--- config.mk ---
export PLATFORM = sky130hd
export DESIGN_NAME = mem_port_arbiter
export DESIGN_NICKNAME = d
export VERILOG_FILES = /design/src/rtl/mem_arb_pkg.sv /design/src/rtl/arb_wait_counter.sv /design/src/rtl/mem_port_arbiter.sv
export SDC_FILE = /design/constraint.sdc
export NUM_CORES = 1
export LEC_CHECK = 0
export CORE_MARGIN = 8
export CORE_UTILIZATION = 29
export DETAILED_ROUTE_END_ITERATION = 10
export GPL_TIMING_DRIVEN = 0
export PLACE_DENSITY = 0.77
export SLEW_MARGIN = 10
export SYNTH_ARGS = -nofsm -noshare
export SYNTH_HDL_FRONTEND = slang
export SYNTH_SLANG_ARGS = --single-unit
--- constraint.sdc ---
create_clock -name main_clk -period 1.4 [get_ports main_clk]
set_input_delay 0.21 -clock main_clk [delete_from_list [all_inputs] [get_ports main_clk]]
set_output_delay 0.21 -clock main_clk [all_outputs]
set_load 0.05 [all_outputs]
--- src/rtl/mem_arb_pkg.sv ---
// Shared types and defaults for the CPU/IO data-memory port arbiter.
// Owner codes tag each in-flight read so its data returns to the right requester.
package mem_arb_pkg;

   localparam int DEF_ADDR_W = 10;
   localparam int DEF_DATA_W = 32;

   typedef enum logic [1:0] {
      OWNER_NONE = 2'b00,
      OWNER_CPU  = 2'b01,
      OWNER_IO   = 2'b10
   } owner_e;

   // Writes never return data, so only a granted read gets a real owner.
   function automatic owner_e read_owner(input logic cpu_win,
                                         input logic io_win,
                                         input logic sel_we);
      owner_e o;
      o = OWNER_NONE;
      if (!sel_we) begin
         if (io_win)       o = OWNER_IO;
         else if (cpu_win) o = OWNER_CPU;
      end
      return o;
   endfunction

endpackage

--- src/rtl/arb_wait_counter.sv ---
// Saturating count of consecutive cycles the IO requester was denied.
// sat is high once the count reaches MAX; it holds there until cleared.
module arb_wait_counter #(
   parameter int MAX = 4
) (
   input  logic main_clk,
   input  logic reset,
   input  logic inc,
   input  logic clr,
   output logic sat
);

   localparam int CW = $clog2(MAX + 1);
   localparam logic [CW-1:0] C_MAX = CW'(MAX);

   logic [CW-1:0] r_cnt;

   always_ff @(posedge main_clk or posedge reset) begin
      if (reset) begin
         r_cnt <= '0;
      end else if (clr) begin
         r_cnt <= '0;
      end else if (inc && (r_cnt != C_MAX)) begin
         r_cnt <= r_cnt + CW'(1);
      end
   end

   assign sat = (r_cnt == C_MAX);

endmodule

--- src/rtl/mem_port_arbiter.sv ---
// Arbitrates the single-port data memory between the CPU and the IO requester,
// registers the winning command and routes read data back with rvalid pulses.
module mem_port_arbiter
   import mem_arb_pkg::*;
#(
   parameter int ADDR_W      = DEF_ADDR_W,
   parameter int DATA_W      = DEF_DATA_W,
   parameter int IO_MAX_WAIT = 4
) (
   input  logic              main_clk,
   input  logic              reset,
   input  logic              cpu_req,
   input  logic              cpu_we,
   input  logic [ADDR_W-1:0] cpu_addr,
   input  logic [DATA_W-1:0] cpu_wdata,
   output logic              cpu_gnt,
   output logic              cpu_stall,
   output logic              cpu_rvalid,
   output logic [DATA_W-1:0] cpu_rdata,
   input  logic              io_req,
   input  logic              io_we,
   input  logic [ADDR_W-1:0] io_addr,
   input  logic [DATA_W-1:0] io_wdata,
   output logic              io_gnt,
   output logic              io_rvalid,
   output logic [DATA_W-1:0] io_rdata,
   output logic              mem_en,
   output logic              mem_we,
   output logic [ADDR_W-1:0] mem_addr,
   output logic [DATA_W-1:0] mem_wdata,
   input  logic [DATA_W-1:0] mem_rdata
);

   logic              w_starve;
   logic              w_io_win;
   logic              w_cpu_win;
   logic              w_any_gnt;
   logic              w_io_inc;
   logic              w_io_clr;
   logic              w_sel_we;
   logic [ADDR_W-1:0] w_sel_addr;
   logic [DATA_W-1:0] w_sel_wdata;
   owner_e            w_rd_owner;

   logic              r_mem_en;
   logic              r_mem_we;
   logic [ADDR_W-1:0] r_mem_addr;
   logic [DATA_W-1:0] r_mem_wdata;
   owner_e            r_owner_s1;
   owner_e            r_owner_s2;

   arb_wait_counter #(
      .MAX (IO_MAX_WAIT)
   ) u_wait_counter (
      .main_clk (main_clk),
      .reset    (reset),
      .inc      (w_io_inc),
      .clr      (w_io_clr),
      .sat      (w_starve)
   );

   // CPU has priority except when IO has been denied long enough to starve.
   always_comb begin
      w_io_win    = io_req & (w_starve | ~cpu_req);
      w_cpu_win   = cpu_req & ~w_io_win;
      w_any_gnt   = w_cpu_win | w_io_win;
      w_sel_we    = w_io_win ? io_we    : cpu_we;
      w_sel_addr  = w_io_win ? io_addr  : cpu_addr;
      w_sel_wdata = w_io_win ? io_wdata : cpu_wdata;
      w_rd_owner  = read_owner(w_cpu_win, w_io_win, w_sel_we);
   end

   assign w_io_inc = io_req & ~w_io_win;
   assign w_io_clr = w_io_win | ~io_req;

   assign cpu_gnt   = w_cpu_win;
   assign io_gnt    = w_io_win;
   assign cpu_stall = cpu_req & ~w_cpu_win;

   // Address and write data hold across idle cycles; only the strobes drop.
   always_ff @(posedge main_clk or posedge reset) begin
      if (reset) begin
         r_mem_en    <= 1'b0;
         r_mem_we    <= 1'b0;
         r_mem_addr  <= '0;
         r_mem_wdata <= '0;
      end else if (w_any_gnt) begin
         r_mem_en    <= 1'b1;
         r_mem_we    <= w_sel_we;
         r_mem_addr  <= w_sel_addr;
         r_mem_wdata <= w_sel_wdata;
      end else begin
         r_mem_en    <= 1'b0;
         r_mem_we    <= 1'b0;
      end
   end

   // Two stages match the command register plus the memory's read latency.
   always_ff @(posedge main_clk or posedge reset) begin
      if (reset) begin
         r_owner_s1 <= OWNER_NONE;
         r_owner_s2 <= OWNER_NONE;
      end else begin
         r_owner_s1 <= w_rd_owner;
         r_owner_s2 <= r_owner_s1;
      end
   end

   assign mem_en    = r_mem_en;
   assign mem_we    = r_mem_we;
   assign mem_addr  = r_mem_addr;
   assign mem_wdata = r_mem_wdata;

   assign cpu_rvalid = (r_owner_s2 == OWNER_CPU);
   assign io_rvalid  = (r_owner_s2 == OWNER_IO);
   assign cpu_rdata  = mem_rdata;
   assign io_rdata   = mem_rdata;

endmodule

==> results_dict.tcl, run 1 <==
set metrics [dict create \
    synth_flop_cell "dfrtp_1" \
    synth_adder_area_share 0.00915 \
    grt_max_degree 52 \
    synthArstFlopShare 1.00 \
    synthXorXnorAreaFrac 0 \
    hold_viol_final 0 \
    dpl-instance-area_mm2 0.00493 \
    max_stage_delay_ps 400 \
    crit_path_end "cpu_stall" \
    insertion_delay_ps 300 \
    yosysTopAreaCell "dfrtp_1" \
    switching_share 0.382 \
    coreArea_mm2 0.00920 \
    total_power_w 0.00451 \
    grt_overflow 0 \
    nFillCells 800 \
    crit_arrival_ps 1550 \
    cp-end-kind "output port" \
    switching_power_w 0.00172 \
    synth-compound-area-share 0.168 \
    reg2reg_from "u_wait_counter.r_cnt[1]" \
    ys_types 18 \
    io_pins 235 \
    clock_skew_ps 10.1 \
    cts-root-buf "clkbuf_8" \
    worst-path-buf-inv 3 \
    place_hpwl_um 8150 \
    final_cells 575 \
    setup_viol 45 \
    p_comb_frac 0.444 \
    reg2reg_slack_ps -300 \
    slowest_stage "dfrtp_1" \
    cts_inserted_buffers 5 \
    ys_top_cells_by_count "buf_4, dfrtp_1, a221o_1, and2_1, buf_6" \
    via_count 2588 \
    clkPwrFrac 0.187 \
    status "finished with violations" \
    clkTransAtPathRegs_ps 100 \
    worstSetupPathType "flop to output port" \
    diodes 0 \
    synth-simple-area-share 0.121 \
    rows 35 \
    synth_top_family_by_area "buffers and inverters" \
    vdd_ir_drop_max_v 0.000397 \
    synth_edf_count 0 \
    power_frac_seq 0.368 \
    maxCapViolCount 0 \
    clock.fmax_mhz 568 \
    critPathLaunchType "flop" \
    firstDrtPassIters 4 \
    yosysSeqAreaShare 0.467 \
    gp_congestion 0.823 \
    muxShareOfSynthArea 0.00732 \
    synth_top_area_frac 0.467 \
    ys_ff_latch 51 \
    p_leak_nw 2.36 \
    synth_fp_nets 362 \
    ctsHtreeMaxLevel 2 \
    r2r-end "mem_wdata[26]" \
    drc_errors 0 \
    rsz0062_at_grt "yes" \
    drt-initial-drc-count 112 \
    grt_pass1_vias 2955 \
    post-route-period-util 1.26 \
    postSynthCellCount 238 \
    cts_tree "yes" \
    crit_chain "inv_2, ha_4, nand2_4, a21boi_4, buf_12, and2_4, buf_8" \
    die_h_um 113 \
    fin_util 0.561 \
    drive_gt1_frac 0.330 \
    ant_nets 0 \
    clockBufferDepth 2 \
    critPathLaunch "u_wait_counter.r_cnt[1]" \
    portBuffers 202 \
    grtUsageTotal 0.156 \
    cts_num_sinks 51 \
    cp_top_family "flip-flops" \
    synth_area_leaders "dfrtp_1, buf_4, a221o_1" \
    yosysMostFrequentCell "buf_4" \
    layout.nets 587 \
    drt-total-wl_um 10400 \
    internal_power_w 0.00278 \
    cp.required_ps 1190 \
    synth_area_mm2 0.00274 \
    area_growth_pct 88.5 \
    slew_viol_final 0 \
    routedWlPerCell_um 18.2 \
    die_w_um 113 \
    dieArea_mm2 0.0128 \
    worst_pin_slew_ps 569 \
    fin_ws_ps -360 \
    dp.cells 551 \
    start_util 0.297 \
    dp_slack_ps -1240 \
    vias_per_cell 4.50 \
    reg2regPathDepth 7 \
    min_path_type "input pin to asynchronous set/reset pin" \
    failed_checks "negative setup slack" \
    pwr_density_cell_mw_per_mm2 874 \
    grt_pass1_wl_um 16000 \
    design_area_mm2 0.00516 \
    yosysWarningCount 0 \
    min_period_ps 1760 \
    max_slew_margin 0.620 \
    avgSynthCellArea_um2 11.5 \
    antenna_found_initial 0 \
    path_depth 7 \
    crit_path_max_fanout 5 \
]
==> registers in the layout, summed over array words and instances (netlist names) <==
name,count
mem_addr,10
mem_en,1
mem_we,1
r_owner_s1,2
r_owner_s2,2
mem_wdata,32
u_wait_counter.r_cnt,3
==> metal layers <==
layer	up-vias	part of all wire	GRT usage
li1	1227	-	-
met1	1217	0.37	0.164
met2	133	0.51	0.287
met3	11	0.096	0.0580
met4	0	0.016	0.0400
met5	-	0	0
==> per-stage QoR <==
step | TNS, ps | hold WS, ps
2_1_floorplan | -190 | 259
3_3_place_gp | -26640 | 335
3_5_place_dp | -29230 | 342
4_1_cts | -9100 | 365
5_1_grt | -11220 | 344
6_report | -9210 | 305
==> worst min-delay path by stage <==
stage,endpoint,cells past startpoint,slack [ps]
after floorplan,mem_addr[0],1,260
after global placement,r_owner_s2[0],0,340
after detailed placement,r_owner_s2[0],0,340
after CTS,r_owner_s2[0],0,360
after global routing,mem_wdata[16],2,340
final,mem_wdata[16],2,300
==> area by class of cell <==
cell class	count	area (um2)	area share
sequential	51	1280	0.248
buffer	76	636	0.123
clock buffer	6	72.6	0.0141
multi-input combinational	104	867	0.168
tap	111	139	0.0269
inverter	7	30.0	0.00582
clock inverter	2	12.5	0.00243
timing repair buffer	218	2120	0.412
==> timing repair <==
| action | in CTS | in global routing |
|---|---|---|
| buffers inserted | 10 | 2 |
| pin swaps | 5 | 1 |
| resized for setup | 141 | 36 |
| gates cloned | 3 | 0 |
| hold buffers | 0 | 0 |
| endpoints found under the setup margin | 91 | 79 |
==> placed cells by master, fill, tap and decap left out <==
master and count:
a21boi_4 1, clkdlybuf4s15_1 6, buf_6 9, clkdlybuf4s15_2 9, clkbuf_8 5, inv_1 3
and2_4 1, clkinvlp_4 2, clkinv_2 1, clkbuf_1 1, buf_8 7, nand2_4 1
and2_1 40, nand3_1 1, a31oi_4 1, a221o_1 42, nor2_1 4, mux2i_1 2
nor2_2 1, nand2_1 2, ha_4 1, ha_1 1, nor2b_1 2, buf_2 2
clkdlybuf4s50_1 152, dfrtp_1 51, dlygate4sd2_1 1, clkbuf_2 29, inv_2 3, buf_12 3
buf_4 73, bufbuf_16 3, and2_0 3, nor2b_4 1
==> power groups by stage <==
stage               Combinational (W)  Sequential [W]  Clock [W]
floorplan                    0.000784         0.00211          0
global placement              0.00200         0.00168          0
CTS                           0.00204         0.00166   0.000888
detailed placement            0.00202         0.00169          0
finish                        0.00200         0.00166   0.000845
global route                  0.00209         0.00167   0.000936
==> cell families (layout without fill, tap and decap cells) <==
| kind of cell | count (synthesis) | count (layout) |
|---|---|---|
| flip-flops | 51 | 51 |
| buffers and inverters | 83 | 309 |
| multiplexers | 2 | 2 |
| adder cells (fa/ha/maj) | 2 | 2 |
| AO/OA/AOI/OAI | 44 | 44 |
| AND/OR/NAND/NOR | 56 | 56 |
No activity file was read; power rests on OpenSTA's default activity.
==> inputs of run 2 (changes only) <==
--- a/config.mk
+++ b/config.mk
@@ -9,7 +9,9 @@
 export CORE_UTILIZATION = 29
 export DETAILED_ROUTE_END_ITERATION = 10
 export GPL_TIMING_DRIVEN = 0
+export HOLD_SLACK_MARGIN = 0.15
 export PLACE_DENSITY = 0.77
+export REMOVE_ABC_BUFFERS = 1
 export SLEW_MARGIN = 10
 export SYNTH_ARGS = -nofsm -noshare
 export SYNTH_HDL_FRONTEND = slang
==> results_dict.tcl, run 2 (synthesis results as in run 1) <==
set metrics [dict create \
    status "finished with violations" \
    failed_checks "negative setup slack" \
    clock.fmax_mhz 579 \
    worstSetupPathType "flop to output port" \
    multi_input_area_mm2 0.00104 \
    max_stage_delay_ps 400 \
    final_common_cell "clkdlybuf4s50_1" \
    io_pins 235 \
    grt_pass1_vias 2619 \
    cp-end-kind "output port" \
    maxCapViolCount 0 \
    final_cells 448 \
    routedWlPerCell_um 28.1 \
    gp_congestion 0.711 \
    crit_path_max_fanout 3 \
    cts-root-buf "clkbuf_8" \
    drt-total-wl_um 12600 \
    insertion_delay_ps 310 \
    cts_hold_buf 0 \
    clockBufferDepth 2 \
    crit_chain "inv_2, ha_4, nand2_8, a21boi_4, and2_4, buf_8" \
    max_slew_margin 0.618 \
    antenna_found_initial 0 \
    cts_num_sinks 51 \
    grtUsageTotal 0.181 \
    diodes 0 \
    clock_skew_ps 12.6 \
    coreArea_mm2 0.00920 \
    vdd_ir_drop_max_v 0.000377 \
    post-route-period-util 1.23 \
    firstDrtPassIters 4 \
    grt_max_degree 28 \
    die_w_um 113 \
    grt_overflow 0 \
    dieArea_mm2 0.0128 \
    p_leak_nw 1.79 \
    rsz0062_at_grt "yes" \
    layout.nets 460 \
    start_util 0.297 \
    drive_gt1_frac 0.291 \
    min_period_ps 1730 \
    cts_inserted_buffers 5 \
    min_path_type "input pin to asynchronous set/reset pin" \
    reg2regPathDepth 7 \
    worst_pin_slew_ps 573 \
    r2r-end "mem_addr[3]" \
    hold_viol_final 0 \
    cp.required_ps 1190 \
    pwr_density_cell_mw_per_mm2 935 \
    final_cell_mix "clkdlybuf4s50_1, dfrtp_1, a221o_1" \
    fin_ws_ps -328 \
    dpl-instance-area_mm2 0.00368 \
    design_area_mm2 0.00416 \
    ant_nets 0 \
    drc_errors 0 \
    seq_area_mm2 0.00128 \
    area_growth_pct 51.9 \
    via_count 2315 \
    drt-initial-drc-count 130 \
    slowest_stage "dfrtp_1" \
    vias_per_cell 5.17 \
    place_hpwl_um 7910 \
    slew_viol_final 0 \
    crit_arrival_ps 1520 \
    grt_pass1_wl_um 17200 \
    reg2reg_slack_ps -240 \
    ctsHtreeMaxLevel 2 \
    die_h_um 113 \
    reg2reg_from "u_wait_counter.r_cnt[1]" \
    setup_viol 47 \
    portBuffers 138 \
    largest_reg_flops 32 \
    nFillCells 888 \
    rows 35 \
    clkTransAtPathRegs_ps 100 \
    cts_tree "yes" \
    critPathLaunchType "flop" \
    dp.cells 412 \
]
run 2: cell count changes in the layout (fill, tap and decap cells not counted), sizes merged, moves of 2 or more:
cell           previous run  this run
buf                      94        23
clkdlybuf4s50           152        87
clkdlybuf4s15            15        20
a31oi                     1         5
a21boi                    1         4
bufbuf                    3         0
clkbuf                   35        32
clkinv                    1         3
clkinvlp                  2         0
nor2                      5         7
run 2: report_power, final:
part	internal (W)	switching (W)
registers	0.00160	0.0000615
clock network	0.000344	0.000505
logic	0.000569	0.000807
total	0.00251	0.00137
run 2: area by class of cell:
class	instances	area share
clock inverter	3	0.00361
multi-input combinational	113	0.251
clock buffer	5	0.0166
inverter	7	0.00632
sequential	51	0.307
timing repair buffer	158	0.381
tap	111	0.0334
run 2: through the flow:
step / hold WS, ps / TNS (ps) / setup WS (ps) / util / power [W]
floorplan: 276 / -29870 / -999 / - / 0.00236
global placement: 332 / -102740 / -1720 / 0.398 / 0.00295
detailed placement: 335 / -49040 / -1800 / 0.401 / 0.00298
CTS: 285 / -12230 / -359 / 0.440 / 0.00389
global route: 303 / -10310 / -389 / 0.452 / 0.00407
finish: 272 / -7970 / -328 / 0.452 / 0.00389
run 2: what timing repair did:
item                       4_1_cts  5_1_grt
gates cloned                     6        5
setup endpoints to repair       95       76
gates resized for setup        155       42
buffers inserted                10        7
pin swaps                        6        3
run 2: how the worst max path moves through the flow:
stage                            startpoint             to
finish              u_wait_counter.r_cnt[1]      cpu_stall
global route        u_wait_counter.r_cnt[1]      cpu_stall
CTS                 u_wait_counter.r_cnt[1]  mem_wdata[15]
detailed placement                  cpu_req        cpu_gnt
global placement                    cpu_req        cpu_gnt
floorplan           u_wait_counter.r_cnt[0]      cpu_stall
run 2: critical path: cells and delay by family, from the launching register on:
kind                     cells  cell delay, ps
AO/OA/AOI/OAI                1             200
AND/OR/NAND/NOR              2             240
adder cells (fa/ha/maj)      1             170
flip-flops                   1             400
buffers and inverters        2             210
run 2: routing by layer:
layer / part of all wire / track usage
met1: 0.42 / 0.216
met4: 0.0047 / 0.0284
met5: 0.0049 / 0.0581
met2: 0.44 / 0.267
met3: 0.12 / 0.117
==> inputs of run 3 (changes only) <==
--- a/config.mk
+++ b/config.mk
@@ -16,3 +16,4 @@
 export SYNTH_ARGS = -nofsm -noshare
 export SYNTH_HDL_FRONTEND = slang
 export SYNTH_SLANG_ARGS = --single-unit
+export TNS_END_PERCENT = 50
==> results_dict.tcl, run 3 (synthesis results as in run 1) <==
set metrics [dict create \
    status "finished with violations" \
    failed_checks "negative setup slack" \
    fin_ws_ps -328 \
    pwr_density_cell_mw_per_mm2 936 \
    start_util 0.297 \
    area_growth_pct 51.9 \
    p_leak_nw 1.79 \
    max_stage_delay_ps 400 \
    grt_max_degree 28 \
    dieArea_mm2 0.0128 \
    gp_congestion 0.711 \
    slew_viol_final 0 \
    grt_pass1_vias 2619 \
    min_path_type "input pin to asynchronous set/reset pin" \
    cts_tree "yes" \
    nFillCells 888 \
    drt-total-wl_um 12600 \
    grt_pass1_wl_um 17200 \
    clock.fmax_mhz 579 \
    diodes 0 \
    setup_viol 47 \
    via_count 2325 \
    vias_per_cell 5.19 \
    place_hpwl_um 7910 \
    worst_pin_slew_ps 577 \
    drc_errors 0 \
    grt_overflow 0 \
    cts-root-buf "clkbuf_8" \
    slowest_stage "dfrtp_1" \
    post-route-period-util 1.23 \
    hold_viol_final 0 \
    rsz0062_at_grt "yes" \
    clockBufferDepth 2 \
    cts_inserted_buffers 5 \
    firstDrtPassIters 4 \
    drive_gt1_frac 0.291 \
    clock_skew_ps 12.4 \
    dpl-instance-area_mm2 0.00368 \
    dp.cells 412 \
    whs_ps 271 \
    coreArea_mm2 0.00920 \
    portBuffers 138 \
    total_power_w 0.00389 \
    drt-initial-drc-count 118 \
    worstSetupPathType "flop to output port" \
    dp_slack_ps -1800 \
    vdd_ir_drop_max_v 0.000378 \
    critPathLaunchType "flop" \
    design_area_mm2 0.00416 \
    io_pins 235 \
    maxCapViolCount 0 \
    grtUsageTotal 0.181 \
    rows 35 \
    crit_path_max_fanout 3 \
    cts_num_sinks 51 \
    cts_hold_buf 0 \
    largest_reg_flops 32 \
    die_w_um 113 \
    final_cells 448 \
    min_period_ps 1730 \
    final_common_cell "clkdlybuf4s50_1" \
    cp-end-kind "output port" \
    crit_arrival_ps 1520 \
    cp.required_ps 1190 \
    insertion_delay_ps 310 \
    crit_chain "inv_2, ha_4, nand2_8, a21boi_4, and2_4, buf_8" \
    ctsHtreeMaxLevel 2 \
    antenna_found_initial 0 \
    routedWlPerCell_um 28.1 \
    clkTransAtPathRegs_ps 100 \
    final_cell_mix "clkdlybuf4s50_1, dfrtp_1, a221o_1" \
    layout.nets 460 \
    max_slew_margin 0.616 \
    ant_nets 0 \
    die_h_um 113 \
]
[run 3: final cells by class]
cell class	instances	area (um2)	share of cell area
Multi-Input combinational cell	113	1040	0.251
Sequential cell	51	1280	0.307
Inverter	7	26.3	0.00632
Clock inverter	3	15.0	0.00361
Tap cell	111	139	0.0334
Clock buffer	5	68.8	0.0166
Timing Repair Buffer	158	1580	0.381
[run 3: path summary, 6_finish.rpt]
| check | startpoint | to | slack (ps) | cells past startpoint |
|---|---|---|---|---|
| min in group main_clk | r_owner_s1[1] | r_owner_s2[1] | 350 | 0 |
| setup reg to reg | u_wait_counter.r_cnt[1] | mem_addr[3] | -240 | 7 |
| hold reg to reg | r_owner_s1[1] | r_owner_s2[1] | 350 | 0 |
| hold / removal | reset | mem_wdata[31] | 270 | 2 |
| max in group asynchronous | reset | mem_wdata[15] | 600 | 3 |
| setup / recovery | u_wait_counter.r_cnt[1] | cpu_stall | -330 | 6 |
[run 3: power by group]
part / leakage, nW / internal (W) / switching [W]
clock network: 0.0477 / 0.000344 / 0.000507
registers: 0.623 / 0.00160 / 0.0000612
logic: 1.11 / 0.000569 / 0.000807
[run 3: what timing repair did]
item | CTS | global route
gates resized for setup | 155 | 42
cloned | 6 | 5
setup buffers | 10 | 7
pin swaps | 6 | 3
setup endpoints to repair | 95 | 76
[run 3: metal layers]
metal,routed length [um],track usage
met2,5550,0.267
met1,5290,0.216
met4,59,0.0284
met3,1610,0.117
met5,61,0.0581
[run 3: worst max-delay path, delay by kind of cell (launching register included)]
kind,cells,cell delay [ps]
flops,1,400
simple gates,2,240
buf+inv,2,210
compound gates,1,200
fa+ha+maj,1,170
[run 3: stage by stage]
step                TNS (ps)   util
floorplan             -29870      -
global placement     -102740  0.398
detailed placement    -49040  0.401
CTS                   -12230  0.440
global route          -10310  0.452
finish                 -8000  0.452
